$ cat config.mk
export PLATFORM = sky130hd
export DESIGN_NAME = vga_fb_writer
export DESIGN_NICKNAME = d
export VERILOG_FILES = /design/src/rtl/vga_fb_writer.sv
export SDC_FILE = /design/constraint.sdc
export NUM_CORES = 1
export LEC_CHECK = 0
export BUFFER_PORTS_ARGS = -buffer_cell sky130_fd_sc_hd__buf_4
export CAP_MARGIN = 20
export CORE_MARGIN = 3
export CORE_UTILIZATION = 45
export DETAILED_ROUTE_END_ITERATION = 7
export HOLD_SLACK_MARGIN = 0.08
export PLACE_DENSITY_LB_ADDON = 0.05
export SETUP_SLACK_MARGIN = 0.02
export SLEW_MARGIN = 5
export SYNTH_ARGS = -nofsm -noshare
export SYNTH_HDL_FRONTEND = slang
export SYNTH_SLANG_ARGS = --single-unit
$ cat constraint.sdc
create_clock -name CLK -period 4.1 [get_ports CLK]
set_clock_uncertainty 0.15 [all_clocks]
set_input_delay 1.025 -clock CLK [delete_from_list [all_inputs] [get_ports CLK]]
set_output_delay 1.025 -clock CLK [all_outputs]
set_load 0.02 [all_outputs]
$ cat src/rtl/vga_fb_writer.sv
// vga_fb_writer: 6502 bus register window driving a 160x120x3 framebuffer write port, with a clear/fill engine.
// Latency: bus action lands 3 CLK edges after the first edge that samples CE low; FB_WE/DOUT registered.
// Backpressure: none; the fill engine writes one pixel per cycle and bus writes are dropped while BUSY.
// Optional feature: define VGA_FB_WRITER_AUTOINC_EN to advance X/Y after every PIXEL write.
module vga_fb_writer #(
  parameter int FB_W   = 160,
  parameter int FB_H   = 120,
  parameter int ADDR_W = 15
) (
  input  logic              CLK,
  input  logic              RST,
  input  logic [7:0]        DATA,
  input  logic [1:0]        ADDR,
  input  logic              CE,
  input  logic              RW,
  output logic [7:0]        DOUT,
  output logic              FB_WE,
  output logic [ADDR_W-1:0] FB_ADDR,
  output logic [2:0]        FB_DATA,
  output logic              BUSY
);

  localparam logic IDLE = 1'b0;
  localparam logic FILL = 1'b1;

  localparam logic [7:0]        X_MAX     = 8'(FB_W - 1);
  localparam logic [7:0]        Y_MAX     = 8'(FB_H - 1);
  localparam logic [ADDR_W-1:0] LAST_ADDR = ADDR_W'(FB_W * FB_H - 1);
  localparam logic [ADDR_W-1:0] ADDR_ONE  = ADDR_W'(1);

  // CE synchroniser chain plus one extra stage for falling-edge detection
  logic ce_s1_q, ce_s2_q, ce_s3_q;
  logic stb_q;

  logic              state_q, state_d;
  logic [7:0]        x_q, x_d;
  logic [7:0]        y_q, y_d;
  logic [2:0]        col_q, col_d;
  logic [7:0]        dout_q, dout_d;
  logic              fb_we_q, fb_we_d;
  logic [ADDR_W-1:0] fb_addr_q, fb_addr_d;
  logic [2:0]        fb_data_q, fb_data_d;

  logic [ADDR_W-1:0] y_ext, x_ext, pix_addr;

  // Y*160 + X built from shifts: 160 = 128 + 32
  assign y_ext    = ADDR_W'(y_q);
  assign x_ext    = ADDR_W'(x_q);
  assign pix_addr = (y_ext << 7) + (y_ext << 5) + x_ext;

  // Synchronise CE and register a one-cycle strobe on its synchronised falling edge
  always_ff @(posedge CLK) begin
    if (RST) begin
      ce_s1_q <= 1'b1;
      ce_s2_q <= 1'b1;
      ce_s3_q <= 1'b1;
      stb_q   <= 1'b0;
    end else begin
      ce_s1_q <= CE;
      ce_s2_q <= ce_s1_q;
      ce_s3_q <= ce_s2_q;
      stb_q   <= ce_s3_q & ~ce_s2_q;
    end
  end

  // Next-state: fill sequencing, register decode on the strobe cycle, read mux
  always_comb begin
    state_d   = state_q;
    x_d       = x_q;
    y_d       = y_q;
    col_d     = col_q;
    dout_d    = dout_q;
    fb_we_d   = 1'b0;
    fb_addr_d = fb_addr_q;
    fb_data_d = fb_data_q;

    if (state_q == FILL) begin
      if (fb_addr_q == LAST_ADDR) begin
        state_d = IDLE;
      end else begin
        fb_we_d   = 1'b1;
        fb_addr_d = fb_addr_q + ADDR_ONE;
      end
    end

    if (stb_q) begin
      if (RW) begin
        // Reads are side-effect free and allowed in either state
        case (ADDR)
          2'd0:    dout_d = x_q;
          2'd1:    dout_d = y_q;
          2'd2:    dout_d = {5'b0, col_q};
          default: dout_d = {(state_q == FILL), 7'b0};
        endcase
      end else if (state_q == IDLE) begin
        case (ADDR)
          2'd0: x_d = (DATA > X_MAX) ? X_MAX : DATA;
          2'd1: y_d = (DATA > Y_MAX) ? Y_MAX : DATA;
          2'd2: begin
            fb_we_d   = 1'b1;
            fb_addr_d = pix_addr;
            fb_data_d = DATA[2:0];
            col_d     = DATA[2:0];
`ifdef VGA_FB_WRITER_AUTOINC_EN
            if (x_q == X_MAX) begin
              x_d = 8'd0;
              y_d = (y_q == Y_MAX) ? 8'd0 : y_q + 8'd1;
            end else begin
              x_d = x_q + 8'd1;
            end
`else
`endif
          end
          default: begin
            if (DATA[7]) begin
              // First fill write goes out in the same cycle BUSY rises
              state_d   = FILL;
              fb_we_d   = 1'b1;
              fb_addr_d = '0;
              fb_data_d = DATA[2:0];
            end
          end
        endcase
      end
    end
  end

  // Register state, bus registers and the framebuffer write port
  always_ff @(posedge CLK) begin
    if (RST) begin
      state_q   <= IDLE;
      x_q       <= 8'd0;
      y_q       <= 8'd0;
      col_q     <= 3'd0;
      dout_q    <= 8'd0;
      fb_we_q   <= 1'b0;
      fb_addr_q <= '0;
      fb_data_q <= 3'd0;
    end else begin
      state_q   <= state_d;
      x_q       <= x_d;
      y_q       <= y_d;
      col_q     <= col_d;
      dout_q    <= dout_d;
      fb_we_q   <= fb_we_d;
      fb_addr_q <= fb_addr_d;
      fb_data_q <= fb_data_d;
    end
  end

  assign DOUT    = dout_q;
  assign FB_WE   = fb_we_q;
  assign FB_ADDR = fb_addr_q;
  assign FB_DATA = fb_data_q;
  assign BUSY    = (state_q == FILL);

endmodule

==> flow_summary.toml, run 1 <==
[die]
fp-row-count = 27
starting_density_pct = 48.28
core_area_sq_um = 5709
floorplan.io_pins = 42
die-height_um = 84.27
die-width_um = 84.27
die_area_sq_um = 7101

[cts]
cts.hold.buffers_added = 0
clk_latency_ns = 0.30
clock_tree.root_cell = "clkbuf_8"
cts-buffers-inserted = 5
clk_pin_slew_ns = 0.09
clock_tree.htree_level_count = 2
cts-root-to-sink-buffers = 2
tritoncts_num_sinks = 51
tritoncts_clock_tree = "done"
ctsResizeCount = 0
post-cts-setup-buffers = 0

[power]
powerDensity_nw_per_um2 = 269.4
power.combinational.fraction_pct = 5.7
power.share.switching_pct = 23.39
vdd_ir_drop_max_uv = 170.3
sequentialPowerShare_pct = 58.5
relative_contribution_of_the_clock_network_to_total_power_pct = 35.8
cellInternalPower_w = 0.0006561
cellLeakagePower_nw = 1.310
p_switching_w = 0.0002003

[sta]
grt_setup_unrepaired = "no"
tightestPinTransition_ns = 0.6681
count_of_endpoints_failing_setup_in_the_final_report = 0
layout_setup_ws_ns = 1.441
hold_violations = 0
totalNegativeSetupSlack_ns = 0
min_period_over_period_pct = 64.85
maxSlewHeadroom_pct = 55.26
post-route-min-period_ns = 2.659
timing.hold.ws_ns = 0.2721
fmax_ghz = 0.3761
final_max_slew_viol_count = 0

[global_routing]
first_pass_grt_wire_length_um = 11090
via_count_of_the_first_global_routing_pass = 2183
grt_antenna_before_repair = 0
grt_busiest_layer = "met2"
maximum_number_of_pins_on_one_net_before_global_route_repair = 40
gr-usage-met2_pct = 29.05
grt_util_met3_pct = 3.631
use_met1_pct = 27.85
overflow = 0
grt_util_all_layers_pct = 19.21

[worst_setup_path]
timing.critical_path.fanout_max = 4
critical_path.startpoint = "x_q[7]"
setup.worst_path.end_class = "flop"
slack_of_the_worst_reg_to_reg_path_ns = 1.44
cp.depth = 9
worst_r2r_endpoint = "FB_ADDR[12]"
timing.critical_path.required_ns = 4.15
cp.arrival_ns = 2.71
ff2ff_path_depth = 9
crit_path_end = "FB_ADDR[12]"
cpMostUsedCell = "inv_1"
timing.critical_path.max_delay_family = "compound AO/OA/AOI/OAI gates"
critical-path-slowest-cell = "fa_1"
critical-path-max-stage-delay_ns = 0.42
timing.critical_path.cells = "inv_1 -> fa_1 -> inv_1 -> ha_1 -> nor2b_1 -> o31a_1 -> o21a_1 -> or3_1 -> a31o_1"
critPathBufInv = 2
setup.worst_path.start_class = "flop"
criticalPathCategory = "flop to flop"
source_of_the_worst_register_to_register_timing_path = "x_q[7]"

[logic_synthesis]
synth_top_cell_by_area = "dfxtp_1"
synth.net_count = 339
synth.yosys.seq_area_share_pct = 37.04
synth_enable_flop_cells = 0
ys_seq_elements = 51
synth_cells = 307
synth_area_per_cell_sq_um = 8.978
netlist_area_sq_um = 2756
post_synth_most_frequent_cells = "dfxtp_1, nor2_1, nor3_1"
ys_warn_count = 0
synthTopCellsByArea = "dfxtp_1, ha_1, nor2_1, xor2_1, mux2i_1"
synth.top_cell.area_share_pct = 37.04
synth-async-reset-ratio_pct = 0
ys.flop_type = "dfxtp_1"
synthDistinctLibCells = 57
post-synth-top-count-cell = "dfxtp_1"

[placed_design]
port_buffers = 41
finalWeightedCongestion = 0.8382
worst_slack_after_detailed_placement_ns = 1.189
hpwl_um = 5062

[finish]
area_growth_syn_to_layout_pct = 15.34
n_antenna_cell = 0
layout-drive-gt1-share_pct = 19.88
layout.nets = 373

[routing]
detail_route.iter0.violations = 125
post_drt_via_cell_ratio = 5.471
firstDrtPassIters = 6
remaining_drc_errors = 0
routedWlPerCell_um = 15.85
route.antenna.remaining_nets = 0
vias = 2265
postRouteWirelength_um = 6562

[flow_run]
drv_cap = 0

[outcome]
run_status = "finished clean"

[worst_hold_path]
path_category_of_the_worst_min_delay_check = "flop to flop"
-- layer usage --
layer	vias to the layer above	wire length [um]
met5	-	0
met4	0	96
met3	6	307
met2	47	2862
met1	1036	3295
li1	1176	-
-- how the worst min path moves through the flow --
stage | slack [ns] | endpoint | cells past startpoint | from
floorplan | 0.24 | ce_s2_q | 1 | ce_s1_q
global placement | 0.25 | ce_s2_q | 1 | ce_s1_q
detailed placement | 0.25 | ce_s2_q | 1 | ce_s1_q
CTS | 0.27 | ce_s2_q | 1 | ce_s1_q
global route | 0.29 | ce_s2_q | 1 | ce_s1_q
finish | 0.27 | ce_s2_q | 1 | ce_s1_q
-- power groups by stage --
stage	Combinational, W	Clock (W)	Sequential, W
3_5_place_dp	0.0000485	0	0.000513
2_1_floorplan	0.0000276	0	0.000513
5_1_grt	0.0000531	0.000340	0.000502
6_report	0.0000485	0.000307	0.000501
3_3_place_gp	0.0000484	0	0.000513
4_1_cts	0.0000488	0.000315	0.000501
-- layout by cell type (no fill, tap or decap), drive strengths merged, types with 4 or more instances in the layout --
master / n
nand2: 17
and4: 4
mux2: 4
xnor2: 4
mux2i: 9
o21a: 6
nand3b: 5
a211oi: 7
dfxtp: 51
ha: 16
o21ai: 16
inv: 10
clkbuf: 6
nand2b: 5
a22oi: 4
nor2: 38
buf: 41
o22ai: 6
xor2: 11
a21oi: 10
nor3: 18
o211ai: 4
nand4: 5
nor3b: 7
nand3: 7
-- final cells by class --
class,instances,area (sq um)
Clock inverter,2,16.27
Inverter,10,37.54
Timing Repair Buffer,41,307.8
Fill cell,555,2530
Sequential cell,51,1021
Multi-Input combinational cell,232,1624
Tap cell,72,90.09
Clock buffer,6,82.58
-- sequential cells by signal, summed over array words and instances (netlist names) --
| signal | flops |
|---|---|
| x_q | 8 |
| y_q | 8 |
| FB_WE | 1 |
| ce_s1_q | 1 |
| ce_s2_q | 1 |
| stb_q | 1 |
| FB_DATA | 3 |
| FB_ADDR | 15 |
| ce_s3_q | 1 |
| BUSY | 1 |
| col_q | 3 |
| DOUT | 8 |
-- per-stage QoR --
stage / total power [W] / instance area [sq um] / instances / utilization [%]
floorplan: 0.0005409 / 2756 / 307 / -
global placement: 0.0005611 / 3080 / 406 / 53.96
detailed placement: 0.0005613 / 3080 / 406 / 53.96
CTS: 0.0008645 / 3179 / 414 / 55.69
global route: 0.0008946 / 3179 / 414 / 55.69
finish: 0.0008564 / 3179 / 414 / 55.69
-- cell families after synthesis --
logic type                 after synthesis  synth area share (%)
buffers and inverters                   24                 4.040
AOI/OAI and AO/OA                       67                 16.34
adders and majority gates               18                 8.715
and+or+nand+nor                        119                 24.19
xor gates and xnor gates                15                 4.766
DFF                                     51                 37.04
muxes                                   13                 4.902
(Power assumes the default switching activity.)
==> inputs of run 2 (changes only) <==
==> constraint.sdc (replaced) <==
create_clock -name CLK -period 2.6 [get_ports CLK]
set_clock_uncertainty 0.15 [all_clocks]
set_input_delay 0.65 -clock CLK [delete_from_list [all_inputs] [get_ports CLK]]
set_output_delay 0.65 -clock CLK [all_outputs]
set_load 0.02 [all_outputs]
==> run 2 against run 1 <==
Against the previous run:
- utilization up 1.3 points
- clock power is 63% higher
- flip-flop and latch count unchanged
- die area is the same
- highest routed layer unchanged
- largest power group unchanged
==> flow_summary.toml, run 2 (same netlist as run 1, synthesis figures left out) <==
[power]
power.combinational.fraction_pct = 5.9
relative_contribution_of_the_clock_network_to_total_power_pct = 36.4
vdd_ir_drop_max_uv = 215.5
power.share.switching_pct = 24.23
powerDensity_nw_per_um2 = 421.1
p_switching_w = 0.0003318
sequentialPowerShare_pct = 57.7
cellLeakagePower_nw = 1.338
cellInternalPower_w = 0.001037

[sta]
grt_setup_unrepaired = "no"
final_max_slew_viol_count = 0
totalNegativeSetupSlack_ns = 0
min_period_over_period_pct = 95.70
post-route-min-period_ns = 2.488
tightestPinTransition_ns = 0.5598
fmax_ghz = 0.4019
layout_setup_ws_ns = 0.1118
hold_violations = 0
count_of_endpoints_failing_setup_in_the_final_report = 0
maxSlewHeadroom_pct = 62.63

[finish]
layout-drive-gt1-share_pct = 23.56
mostFrequentLayoutCells = "dfxtp_1, buf_4, nor2_1"
largest_reg_flops = 15
n_antenna_cell = 0
area_growth_syn_to_layout_pct = 17.98
layout.nets = 379

[placed_design]
port_buffers = 41
worst_slack_after_detailed_placement_ns = 0.1212
hpwl_um = 5036
finalWeightedCongestion = 0.8833

[routing]
firstDrtPassIters = 4
route.antenna.remaining_nets = 0
vias = 2338
remaining_drc_errors = 0
postRouteWirelength_um = 6645
detail_route.iter0.violations = 103
post_drt_via_cell_ratio = 5.567
routedWlPerCell_um = 15.82

[worst_setup_path]
timing.critical_path.required_ns = 2.66
timing.critical_path.fanout_max = 3
timing.critical_path.cells = "inv_1 -> fa_1 -> fa_2 -> nor2b_1 -> o31a_1 -> o21a_1 -> or3_1 -> a31o_1"
critical-path-slowest-cell = "fa_1"
criticalPathCategory = "flop to flop"
ff2ff_path_depth = 8
cp.depth = 8
critical-path-max-stage-delay_ns = 0.59
slack_of_the_worst_reg_to_reg_path_ns = 0.11
cp.arrival_ns = 2.55
source_of_the_worst_register_to_register_timing_path = "y_q[2]"
critPathBufInv = 1
setup.worst_path.start_class = "flop"
timing.critical_path.max_delay_family = "adder cells"
setup.worst_path.end_class = "flop"
worst_r2r_endpoint = "FB_ADDR[12]"

[worst_hold_path]
path_category_of_the_worst_min_delay_check = "flop to flop"
min_path_cells = 2
worst_hold_path.endpoint = "stb_q"
timing.hold.worst.start = "ce_s3_q"

[cts]
cts.hold.buffers_added = 0
clock_tree.htree_level_count = 2
clk_latency_ns = 0.31
tritoncts_clock_tree = "done"
clk_pin_slew_ns = 0.10
tritoncts_num_sinks = 51
clock_tree.root_cell = "clkbuf_8"
cts-root-to-sink-buffers = 2
post-cts-setup-buffers = 0
ctsResizeCount = 0
cts-buffers-inserted = 5

[global_routing]
maximum_number_of_pins_on_one_net_before_global_route_repair = 40
via_count_of_the_first_global_routing_pass = 2247
grt_antenna_before_repair = 0
grt_util_all_layers_pct = 19.05
overflow = 0
first_pass_grt_wire_length_um = 11070

[die]
floorplan.io_pins = 42
starting_density_pct = 48.28
die-width_um = 84.27
die-height_um = 84.27
fp-row-count = 27
core_area_sq_um = 5709
die_area_sq_um = 7101

[flow_run]
drv_cap = 0

[outcome]
run_status = "finished clean"
==> run 2: changes by cell type in the layout (fill, tap and decap cells not counted), sizes merged <==
cell  delta
buf      +6
==> run 2: power groups by stage <==
stage | combinational (W) | sequential, W | clock (W)
after detailed placement | 0.0000797 | 0.000808 | 0
after global placement | 0.0000799 | 0.000808 | 0
after floorplan | 0.0000435 | 0.000810 | 0
final | 0.0000806 | 0.000790 | 0.000499
after global routing | 0.0000872 | 0.000791 | 0.000538
after CTS | 0.0000804 | 0.000790 | 0.000510
==> run 2: layout make-up <==
class / instances / area [sq um]
fill: 542 / 2457
multi-input combinational: 232 / 1647
sequential: 51 / 1026
timing repair buffer: 47 / 352.8
tap: 72 / 90.09
clock buffer: 6 / 82.58
inverter: 10 / 37.54
clock inverter: 2 / 16.27
==> run 2: worst register-to-register path: stages, from the launching register on <==
cell and delay (ns):
dfxtp_2 0.35, inv_1 0.06, fa_1 0.59, fa_2 0.23
nor2b_1 0.06, o31a_1 0.26, o21a_1 0.19, or3_1 0.30
a31o_1 0.20
==> run 2: how the worst max path moves through the flow <==
stage	end	slack [ns]	startpoint
final	FB_ADDR[12]	0.11	y_q[2]
after global routing	FB_ADDR[12]	0.007	y_q[2]
after CTS	FB_ADDR[12]	0.1	x_q[7]
after detailed placement	FB_ADDR[12]	0.12	x_q[7]
after global placement	FB_ADDR[12]	0.15	x_q[7]
after floorplan	FB_ADDR[12]	0.17	x_q[7]
==> run 2: routing by layer <==
metal	wire length (um)	global-route usage, %	part of all wire, %
met1	3397	27.50	51
met5	0	0	0
met3	300	4.220	4.5
met4	77	4.678	1.2
met2	2869	28.84	43
==> run 2: per-stage QoR <==
step	hold WS [ns]	cells	area [sq um]	util, %	power, W
after floorplan	0.2395	307	2756	-	0.0008530
after global placement	0.2570	412	3126	54.74	0.0008881
after detailed placement	0.2515	412	3126	54.74	0.0008880
after CTS	0.2775	420	3224	56.48	0.001380
after global routing	0.2982	420	3252	56.96	0.001417
final	0.2751	420	3252	56.96	0.001369
==> inputs of run 3 (changes only) <==
--- a/config.mk
+++ b/config.mk
@@ -8,7 +8,7 @@
 export BUFFER_PORTS_ARGS = -buffer_cell sky130_fd_sc_hd__buf_4
 export CAP_MARGIN = 20
 export CORE_MARGIN = 3
-export CORE_UTILIZATION = 45
+export CORE_UTILIZATION = 35
 export DETAILED_ROUTE_END_ITERATION = 7
 export HOLD_SLACK_MARGIN = 0.08
 export PLACE_DENSITY_LB_ADDON = 0.05
==> run 3 against run 2 <==
Against the previous run:
- power increased by 0.35%
- cell area increased by 0.81%
- first-iteration DRC count increased by 51%
- critical endpoint unchanged
- largest cell class unchanged
- highest routed layer unchanged
==> flow_summary.toml, run 3 (same netlist as run 1, synthesis figures left out) <==
[sta]
tightestPinTransition_ns = 0.5118
count_of_endpoints_failing_setup_in_the_final_report = 0
grt_setup_unrepaired = "no"
fmax_ghz = 0.4029
post-route-min-period_ns = 2.482
hold_violations = 0
min_period_over_period_pct = 95.47
maxSlewHeadroom_pct = 65.83
totalNegativeSetupSlack_ns = 0
final_max_slew_viol_count = 0

[global_routing]
first_pass_grt_wire_length_um = 11790
grt_antenna_before_repair = 0
grt_busiest_layer = "met1"
use_met1_pct = 25.23
overflow = 0
gr-usage-met2_pct = 24.78
grt_util_met3_pct = 3.028
via_count_of_the_first_global_routing_pass = 2229
maximum_number_of_pins_on_one_net_before_global_route_repair = 40
grt_util_all_layers_pct = 16.72

[cts]
tritoncts_num_sinks = 51
tritoncts_clock_tree = "done"
clock_tree.root_cell = "clkbuf_8"
clock_tree.htree_level_count = 2
cts-root-to-sink-buffers = 2
cts.hold.buffers_added = 0
clk_latency_ns = 0.32
clk_pin_slew_ns = 0.11
cts-buffers-inserted = 5

[worst_setup_path]
timing.critical_path.required_ns = 2.67
critical-path-slowest-cell = "fa_2"
setup.worst_path.start_class = "flop"
timing.critical_path.fanout_max = 2
crit_path_end = "FB_ADDR[12]"
worst_r2r_endpoint = "FB_ADDR[12]"
source_of_the_worst_register_to_register_timing_path = "y_q[0]"
setup.worst_path.end_class = "flop"
slack_of_the_worst_reg_to_reg_path_ns = 0.12
ff2ff_path_depth = 8
critical_path.startpoint = "y_q[0]"
cp.arrival_ns = 2.55
timing.critical_path.cells = "inv_1 -> fa_2 -> fa_2 -> nor2b_1 -> o31a_1 -> o21a_1 -> or3_1 -> a31o_1"
criticalPathCategory = "flop to flop"
critical-path-max-stage-delay_ns = 0.61
cpMostUsedCell = "fa_2"

[power]
post-layout-total-power_w = 0.001374
p_switching_w = 0.0003538
power.share.switching_pct = 25.75
power.combinational.fraction_pct = 5.9
cellInternalPower_w = 0.001020
cellLeakagePower_nw = 1.354
sequentialPowerShare_pct = 57.5
relative_contribution_of_the_clock_network_to_total_power_pct = 36.5
powerDensity_nw_per_um2 = 419.1
vdd_ir_drop_max_uv = 174.1

[routing]
vias = 2305
postRouteWirelength_um = 7146
routedWlPerCell_um = 15.95
remaining_drc_errors = 0
firstDrtPassIters = 4
route.antenna.remaining_nets = 0
post_drt_via_cell_ratio = 5.145
detail_route.iter0.violations = 156

[placed_design]
port_buffers = 41
hpwl_um = 5394
finalWeightedCongestion = 0.8024

[outcome]
run_status = "finished clean"

[die]
core_area_sq_um = 7447
fp-row-count = 31
floorplan.io_pins = 42
die-width_um = 94.75
starting_density_pct = 37.01
die-height_um = 94.75
die_area_sq_um = 8977

[finish]
largest_reg_flops = 15
mostFrequentLayoutCells = "dfxtp_1, buf_4, nor2_1"
n_antenna_cell = 0
layout.nets = 380
final_core_utilization_pct = 44.02
area_growth_syn_to_layout_pct = 18.93
layout-drive-gt1-share_pct = 23.21

[worst_hold_path]
path_category_of_the_worst_min_delay_check = "flop to flop"
timing.hold.worst.start = "ce_s3_q"

[flow_run]
drv_cap = 0
[run 3: layer usage]
| layer | vias up | wire length [um] | share of wire (%) |
|---|---|---|---|
| met4 | 0 | 58 | 0.81 |
| met2 | 37 | 3059 | 43 |
| met1 | 1074 | 3771 | 53 |
| li1 | 1189 | - | - |
| met3 | 5 | 257 | 3.6 |
| met5 | - | 0 | 0 |
[run 3: final cells by class]
class	instances	area (sq um)
Clock buffer	5	68.82
Clock inverter	3	28.78
Fill cell	773	4169
Inverter	10	37.54
Multi-Input combinational cell	232	1634
Sequential cell	51	1025
Tap cell	99	123.9
Timing Repair Buffer	48	360.3
[run 3: critical path, delay by kind of cell (launching register included)]
kind	cells	cell delay [ns]
flip-flops	1	0.34
AND/OR/NAND/NOR	2	0.37
buffers and inverters	1	0.07
adder cells (fa/ha/maj)	2	0.84
AO/OA/AOI/OAI	3	0.63
[run 3: worst min-delay path by stage]
stage                         end  slack, ns  cells past startpoint
final                       stb_q       0.27                      2
after global routing      ce_s2_q       0.29                      1
after CTS                   stb_q       0.28                      2
after detailed placement  ce_s2_q       0.25                      1
after global placement    ce_s2_q       0.25                      1
after floorplan           ce_s2_q       0.24                      1
[run 3: power by group through the flow]
stage                     Combinational (W)  Clock, W  Sequential (W)
after global placement            0.0000826         0        0.000808
after CTS                         0.0000819  0.000517        0.000791
after global routing              0.0000895  0.000551        0.000791
final                             0.0000816  0.000502        0.000791
after floorplan                   0.0000435         0        0.000810
after detailed placement          0.0000816         0        0.000809
[run 3: stage by stage]
step,instances,worst slack (ns),hold WS [ns],cell area (sq um)
after detailed placement,439,0.07069,0.2526,3159
after CTS,447,0.06404,0.2774,3257
after floorplan,307,0.1671,0.2395,2756
after global routing,448,0.03078,0.2944,3278
final,448,0.1177,0.2719,3278
after global placement,439,0.1489,0.2546,3159
[run 3: what timing repair did]
item / in CTS / in global routing
endpoints found under the setup margin: 0 / 4
gates resized for setup: 0 / 6
setup buffers: 0 / 1
